$ cat src/rtl/mem_pkg.sv
// Shared types and default widths for the memory responder.
package mem_pkg;

  localparam int unsigned ADDR_W_DEF = 8;
  localparam int unsigned DATA_W_DEF = 8;

  typedef enum logic [2:0] {
    IDLE   = 3'd0,
    ACCESS = 3'd1,
    RESP   = 3'd2,
    WRITE  = 3'd3,
    LOAD   = 3'd4
  } memstate_t;

endpackage

$ cat src/rtl/byte_ram.sv
// Single-port RAM: synchronous write, synchronous read with enable, no reset.
module byte_ram #(
  parameter int unsigned ADDR_W = 8,
  parameter int unsigned DATA_W = 8
) (
  input  logic              clk,
  input  logic              we,
  input  logic              re,
  input  logic [ADDR_W-1:0] addr,
  input  logic [DATA_W-1:0] wdata,
  output logic [DATA_W-1:0] rdata
);

  localparam int unsigned DEPTH = 2 ** ADDR_W;

  logic [DATA_W-1:0] mem [DEPTH];

  // Write port and read register; rdata holds between enabled reads.
  always_ff @(posedge clk) begin
    if (we) begin
      mem[addr] <= wdata;
    end
    if (re) begin
      rdata <= mem[addr];
    end
  end

endmodule

$ cat src/rtl/mem_responder.sv
// Memory-side responder: arbitrates fetch/read/store/program-load onto one byte RAM.
module mem_responder
  import mem_pkg::*;
#(
  parameter int unsigned ADDR_W = ADDR_W_DEF,
  parameter int unsigned DATA_W = DATA_W_DEF
) (
  input  logic              clk,
  input  logic              reset,
  input  logic [ADDR_W-1:0] pc_addr,
  input  logic [ADDR_W-1:0] opr_addr,
  input  logic              fetch,
  input  logic              rd_req,
  input  logic              wr_req,
  input  logic [DATA_W-1:0] wr_data,
  output logic [DATA_W-1:0] rd_data,
  output logic              rd_valid,
  output logic              rd_is_fetch,
  output logic              wr_ack,
  output logic              busy,
  input  logic              ld_en,
  input  logic              ld_valid,
  input  logic [DATA_W-1:0] ld_byte,
  output logic              ld_ready,
  output logic              ld_full,
  output logic              ld_done,
  output logic [2:0]        STATE
);

  memstate_t         state_q, state_d;
  logic [ADDR_W-1:0] addr_q, addr_d;
  logic [DATA_W-1:0] data_q, data_d;
  logic              src_fetch_q, src_fetch_d;
  logic [ADDR_W-1:0] ptr_q, ptr_d;
  logic              ld_full_q, ld_full_d;

  logic [DATA_W-1:0] rd_data_q;
  logic              rd_valid_q, rd_is_fetch_q, wr_ack_q, ld_ready_q, ld_done_q;

  logic              ram_we, ram_re;
  logic [ADDR_W-1:0] ram_addr;
  logic [DATA_W-1:0] ram_wdata, ram_rdata;

  byte_ram #(
    .ADDR_W (ADDR_W),
    .DATA_W (DATA_W)
  ) u_ram (
    .clk   (clk),
    .we    (ram_we),
    .re    (ram_re),
    .addr  (ram_addr),
    .wdata (ram_wdata),
    .rdata (ram_rdata)
  );

  // Next-state logic, request arbitration and RAM port steering.
  always_comb begin
    state_d     = state_q;
    addr_d      = addr_q;
    data_d      = data_q;
    src_fetch_d = src_fetch_q;
    ptr_d       = ptr_q;
    ld_full_d   = ld_full_q;
    ram_we      = 1'b0;
    ram_re      = 1'b0;
    ram_addr    = addr_q;
    ram_wdata   = data_q;
    case (state_q)
      IDLE: begin
        // Priority ld_en > wr_req > rd_req > fetch; losers are dropped.
        if (ld_en) begin
          ptr_d     = '0;
          ld_full_d = 1'b0;
          state_d   = LOAD;
        end else if (wr_req) begin
          addr_d  = opr_addr;
          data_d  = wr_data;
          state_d = WRITE;
        end else if (rd_req) begin
          addr_d      = opr_addr;
          src_fetch_d = 1'b0;
          state_d     = ACCESS;
        end else if (fetch) begin
          addr_d      = pc_addr;
          src_fetch_d = 1'b1;
          state_d     = ACCESS;
        end
      end
      ACCESS: begin
        ram_re  = 1'b1;
        state_d = RESP;
      end
      RESP: begin
        state_d = IDLE;
      end
      WRITE: begin
        ram_we  = 1'b1;
        state_d = IDLE;
      end
      LOAD: begin
        ram_addr  = ptr_q;
        ram_wdata = ld_byte;
        // Leaving takes precedence: a byte offered on the exit edge is discarded.
        if (!ld_en) begin
          state_d = IDLE;
        end else if (ld_valid && !ld_full_q) begin
          ram_we = 1'b1;
          ptr_d  = ptr_q + ADDR_W'(1);
          if (ptr_q == '1) begin
            ld_full_d = 1'b1;
          end
        end
      end
      default: begin
        state_d = IDLE;
      end
    endcase
  end

  // State and registered outputs.
  always_ff @(posedge clk) begin
    if (reset) begin
      state_q       <= IDLE;
      addr_q        <= '0;
      data_q        <= '0;
      src_fetch_q   <= 1'b0;
      ptr_q         <= '0;
      ld_full_q     <= 1'b0;
      rd_data_q     <= '0;
      rd_valid_q    <= 1'b0;
      rd_is_fetch_q <= 1'b0;
      wr_ack_q      <= 1'b0;
      ld_ready_q    <= 1'b0;
      ld_done_q     <= 1'b0;
    end else begin
      state_q     <= state_d;
      addr_q      <= addr_d;
      data_q      <= data_d;
      src_fetch_q <= src_fetch_d;
      ptr_q       <= ptr_d;
      ld_full_q   <= ld_full_d;
      rd_valid_q  <= (state_q == RESP);
      if (state_q == RESP) begin
        rd_data_q     <= ram_rdata;
        rd_is_fetch_q <= src_fetch_q;
      end
      wr_ack_q   <= (state_d == WRITE);
      ld_ready_q <= (state_d == LOAD) && !ld_full_d;
      ld_done_q  <= (state_q == LOAD) && !ld_en;
    end
  end

  assign busy        = (state_q != IDLE);
  assign rd_data     = rd_data_q;
  assign rd_valid    = rd_valid_q;
  assign rd_is_fetch = rd_is_fetch_q;
  assign wr_ack      = wr_ack_q;
  assign ld_ready    = ld_ready_q;
  assign ld_full     = ld_full_q;
  assign ld_done     = ld_done_q;
  assign STATE       = state_q;

endmodule

$ cat config.mk
export PLATFORM = sky130hd
export DESIGN_NAME = mem_responder
export DESIGN_NICKNAME = d
export VERILOG_FILES = /design/src/rtl/mem_pkg.sv /design/src/rtl/byte_ram.sv /design/src/rtl/mem_responder.sv
export SDC_FILE = /design/constraint.sdc
export NUM_CORES = 2
export LEC_CHECK = 0
export ABC_AREA = 0
export CAP_MARGIN = 20
export CORE_ASPECT_RATIO = 1.5
export CORE_MARGIN = 10
export CORE_UTILIZATION = 53
export DETAILED_ROUTE_END_ITERATION = 8
export GPL_TIMING_DRIVEN = 0
export PLACE_DENSITY = 0.72
export SYNTH_ARGS = -nofsm -noshare
export SYNTH_HDL_FRONTEND = slang
export SYNTH_SLANG_ARGS = --single-unit
$ cat constraint.sdc
create_clock -name clk -period 7.2 [get_ports clk]
set_input_delay 1.08 -clock clk [delete_from_list [all_inputs] [get_ports clk]]
set_output_delay 1.08 -clock clk [all_outputs]
set_load 0.005 [all_outputs]
==> results.sh <==
export IMPL_violations="DRC"
export IMPL_detailed_place_area_sq_um=87100
export IMPL_setup_violations_final=0
export IMPL_final_common_cell="edfxtp_1"
export IMPL_cts_buffers=180
export IMPL_fin_skew_ps=32.0
export IMPL_most_common_layout_cells="2,056 x edfxtp_1, 1,445 x nand2_1, 514 x a21oi_1, 409 x nand3_1, 318 x nor2_1"
export IMPL_ys_types=59
export IMPL_cts_resized=0
export IMPL_drt_pre_antenna_iters=9
export IMPL_critical_path_max_stage_delay_ps=1260
export IMPL_tritoncts="built"
export IMPL_fin_ws_ps=991
export IMPL_clkTransAtPathRegs_ps=60
export IMPL_finish_net_count=6367
export IMPL_drt_first_iter_violations=9894
export IMPL_antenna_violations_before_repair=42
export IMPL_fmaxAchievable_mhz=161
export IMPL_post_route_min_period_ps=6210
export IMPL_post_cts_hold_buffer_count=0
export IMPL_final_max_slew_violation_count=0
export IMPL_remaining_drc_errors=2
export IMPL_routabilityCongestion=1.06
export IMPL_first_global_vias=54200
export IMPL_wl_per_cell_um=37.1
export IMPL_crit_path_cell_trace="buf_4, nor3b_2, mux2i_1, nand3_1, clkbuf_1, a31oi_1, o211ai_1, a41oi_1, a21oi_1, nand4_1"
export IMPL_syn_avg_cell_area_sq_um=13.7
export IMPL_post_drt_via_cell_ratio=6.74
export IMPL_start_kind="flip-flop"
export IMPL_grt_start_max_net_pins=92
export IMPL_crit_path_end_kind="flip-flop"
export IMPL_buffer_ports_inserted=55
export IMPL_critPathArrivalTime_ps=6820
export IMPL_timing_worst_slew_pin_value_ps=1440
export IMPL_initial_utilization_pct=53.4
export IMPL_rsz_0062_raised_after_global_routing="false"
export IMPL_power_density_nw_per_um2=285
export IMPL_run_status="complete, but fails checks"
export IMPL_hold_worst_slack_ps=458
export IMPL_clockBufferDepth=3
export IMPL_core_area_sq_um=155000
export IMPL_yosysWarningCount=0
export IMPL_top_level_ports=57
export IMPL_vdd_ir_drop_max_mv=0.319
export IMPL_leakage_nw=31.1
export IMPL_async_flop_share_pct=0
export IMPL_die_height_um=504
export IMPL_synth_ff_latch_count=2098
export IMPL_worst_slew_margin_rel_pct=2.98
export IMPL_max_cap_violations=0
export IMPL_core_rowCount=177
export IMPL_areaGrowthSynthToFinish_pct=12.2
export IMPL_finalCritPeriodShare_pct=86.2
export IMPL_final_cell_area_sq_um=93000
export IMPL_synth_enable_flop_cells=2056
export IMPL_critPathKind="reg -> reg"
export IMPL_vias=57600
export IMPL_final_power_mw=26.5
export IMPL_post_place_ws_ps=1690
export IMPL_fin_cells=8546
export IMPL_synth_cell_area_sq_um=82800
export IMPL_share_of_post_route_cells_with_drive_strength_above_1_pct=9.12
export IMPL_drt_total_wl_mm=317
export IMPL_critical_path_rt_ps=7810
export IMPL_hp_class="reg -> reg"
export IMPL_seq_area_frac_synth_pct=75.5
export IMPL_cell_chosen_for_the_clock_root="clkbuf_16"
export IMPL_post_cts_setup_inserts=0
export IMPL_critical_path_max_fanout=10
export IMPL_grt_overflow=0
export IMPL_timing_critical_path_slowest_stage_cell="a41oi_1"
export IMPL_syn_nets=6066
export IMPL_first_pass_grt_wire_length_mm=427
export IMPL_ctsHtreeMaxLevel=4
export IMPL_final_hold_viol_count=0
export IMPL_floorplan_die_area_sq_um=173000
export IMPL_dp_cell_count=8187
export IMPL_post_dp_hpwl_mm=225
export IMPL_synthCells=6026
export IMPL_ys_flop_type="edfxtp_1"
export IMPL_antenna_left=0
export IMPL_numClockSinks=2098
export IMPL_fp_dieW_um=343
export IMPL_insertion_delay_ps=870
export IMPL_globalRouteTotalUtil_pct=36.1
==> layout make-up <==
cell class / count / area [sq um]
clock buffer: 227 / 4780
buffer: 410 / 2030
sequential: 2098 / 62600
multi-input combinational: 3517 / 18300
inverter: 1 / 3.75
fill: 11700 / 62300
tap: 2058 / 2570
timing repair buffer: 119 / 1820
antenna: 28 / 70.1
clock inverter: 88 / 791
==> path summary, 6_finish.rpt <==
kind,start,to,slack [ps],cells past startpoint
min,data_q[5],data_q[5],460,2
max reg2reg,STATE[2],u_ram.rdata[5],990,10
max,STATE[2],u_ram.rdata[5],990,10
min reg2reg,data_q[5],data_q[5],460,2
==> kinds of logic (layout without fill, tap and decap cells) <==
group / count (synthesis) / in the layout / share of synthesized area (%)
AND/OR/NAND/NOR: 2369 / 2369 / 12.0
AO/OA/AOI/OAI: 966 / 966 / 7.42
flip-flops: 2098 / 2098 / 75.5
multiplexers: 177 / 177 / 2.54
other: 0 / 28 / 0
buffers and inverters: 411 / 845 / 2.45
adder cells (fa/ha/maj): 1 / 1 / 0.0151
XOR/XNOR: 4 / 4 / 0.0423
==> sequential cells by signal (all words and copies together) (netlist names) <==
name         flops
ld_full          1
ptr_q            8
src_fetch_q      1
STATE            3
addr_q           8
rd_is_fetch      1
u_ram.mem     2048
u_ram.rdata      8
ld_done          1
data_q           8
rd_valid         1
rd_data          8
ld_ready         1
wr_ack           1
==> cells in the mapped netlist (all sizes together) (32+ instances only) <==
cell	number	share of area, %
nor2	322	1.5
a221oi	87	0.92
edfxtp	2056	75
nand4	125	0.94
dfxtp	42	1.0
a31oi	71	0.54
a32oi	80	0.85
nand2	1461	6.6
a22oi	87	0.79
buf	251	1.7
nand3	409	2.5
mux2i	148	1.8
a21oi	517	3.1
clkbuf	159	0.72
o2111ai	32	0.34
==> stage by stage <==
step	utilization [%]	setup TNS, ps
global placement	55.4	-6627070
CTS	59.7	0
detailed placement	56.1	0
finish	59.9	0
global route	59.8	0
floorplan	-	0
==> routing by layer <==
metal | wire (um) | vias up | global-route usage (%)
met5 | 140 | - | 0.169
met4 | 36600 | 22 | 32.9
met3 | 43000 | 1399 | 12.0
met2 | 143000 | 4999 | 55.4
met1 | 94000 | 27900 | 39.3
li1 | - | 23200 | -
==> worst max-delay path: cells and delay by family, from the launching register on <==
| kind | cells | cell delay (ps) |
|---|---|---|
| AO/OA/AOI/OAI | 4 | 2030 |
| buffers and inverters | 2 | 820 |
| flip-flops | 1 | 320 |
| multiplexers | 1 | 930 |
| AND/OR/NAND/NOR | 3 | 1830 |
==> power by group <==
group          leakage [nW]  switching, mW  internal, mW
combinational          8.05           2.64         0.705
sequential             20.4         0.0149          13.5
clock                  2.73           4.40          5.16
Note: power is estimated with default switching activity, not from simulation.
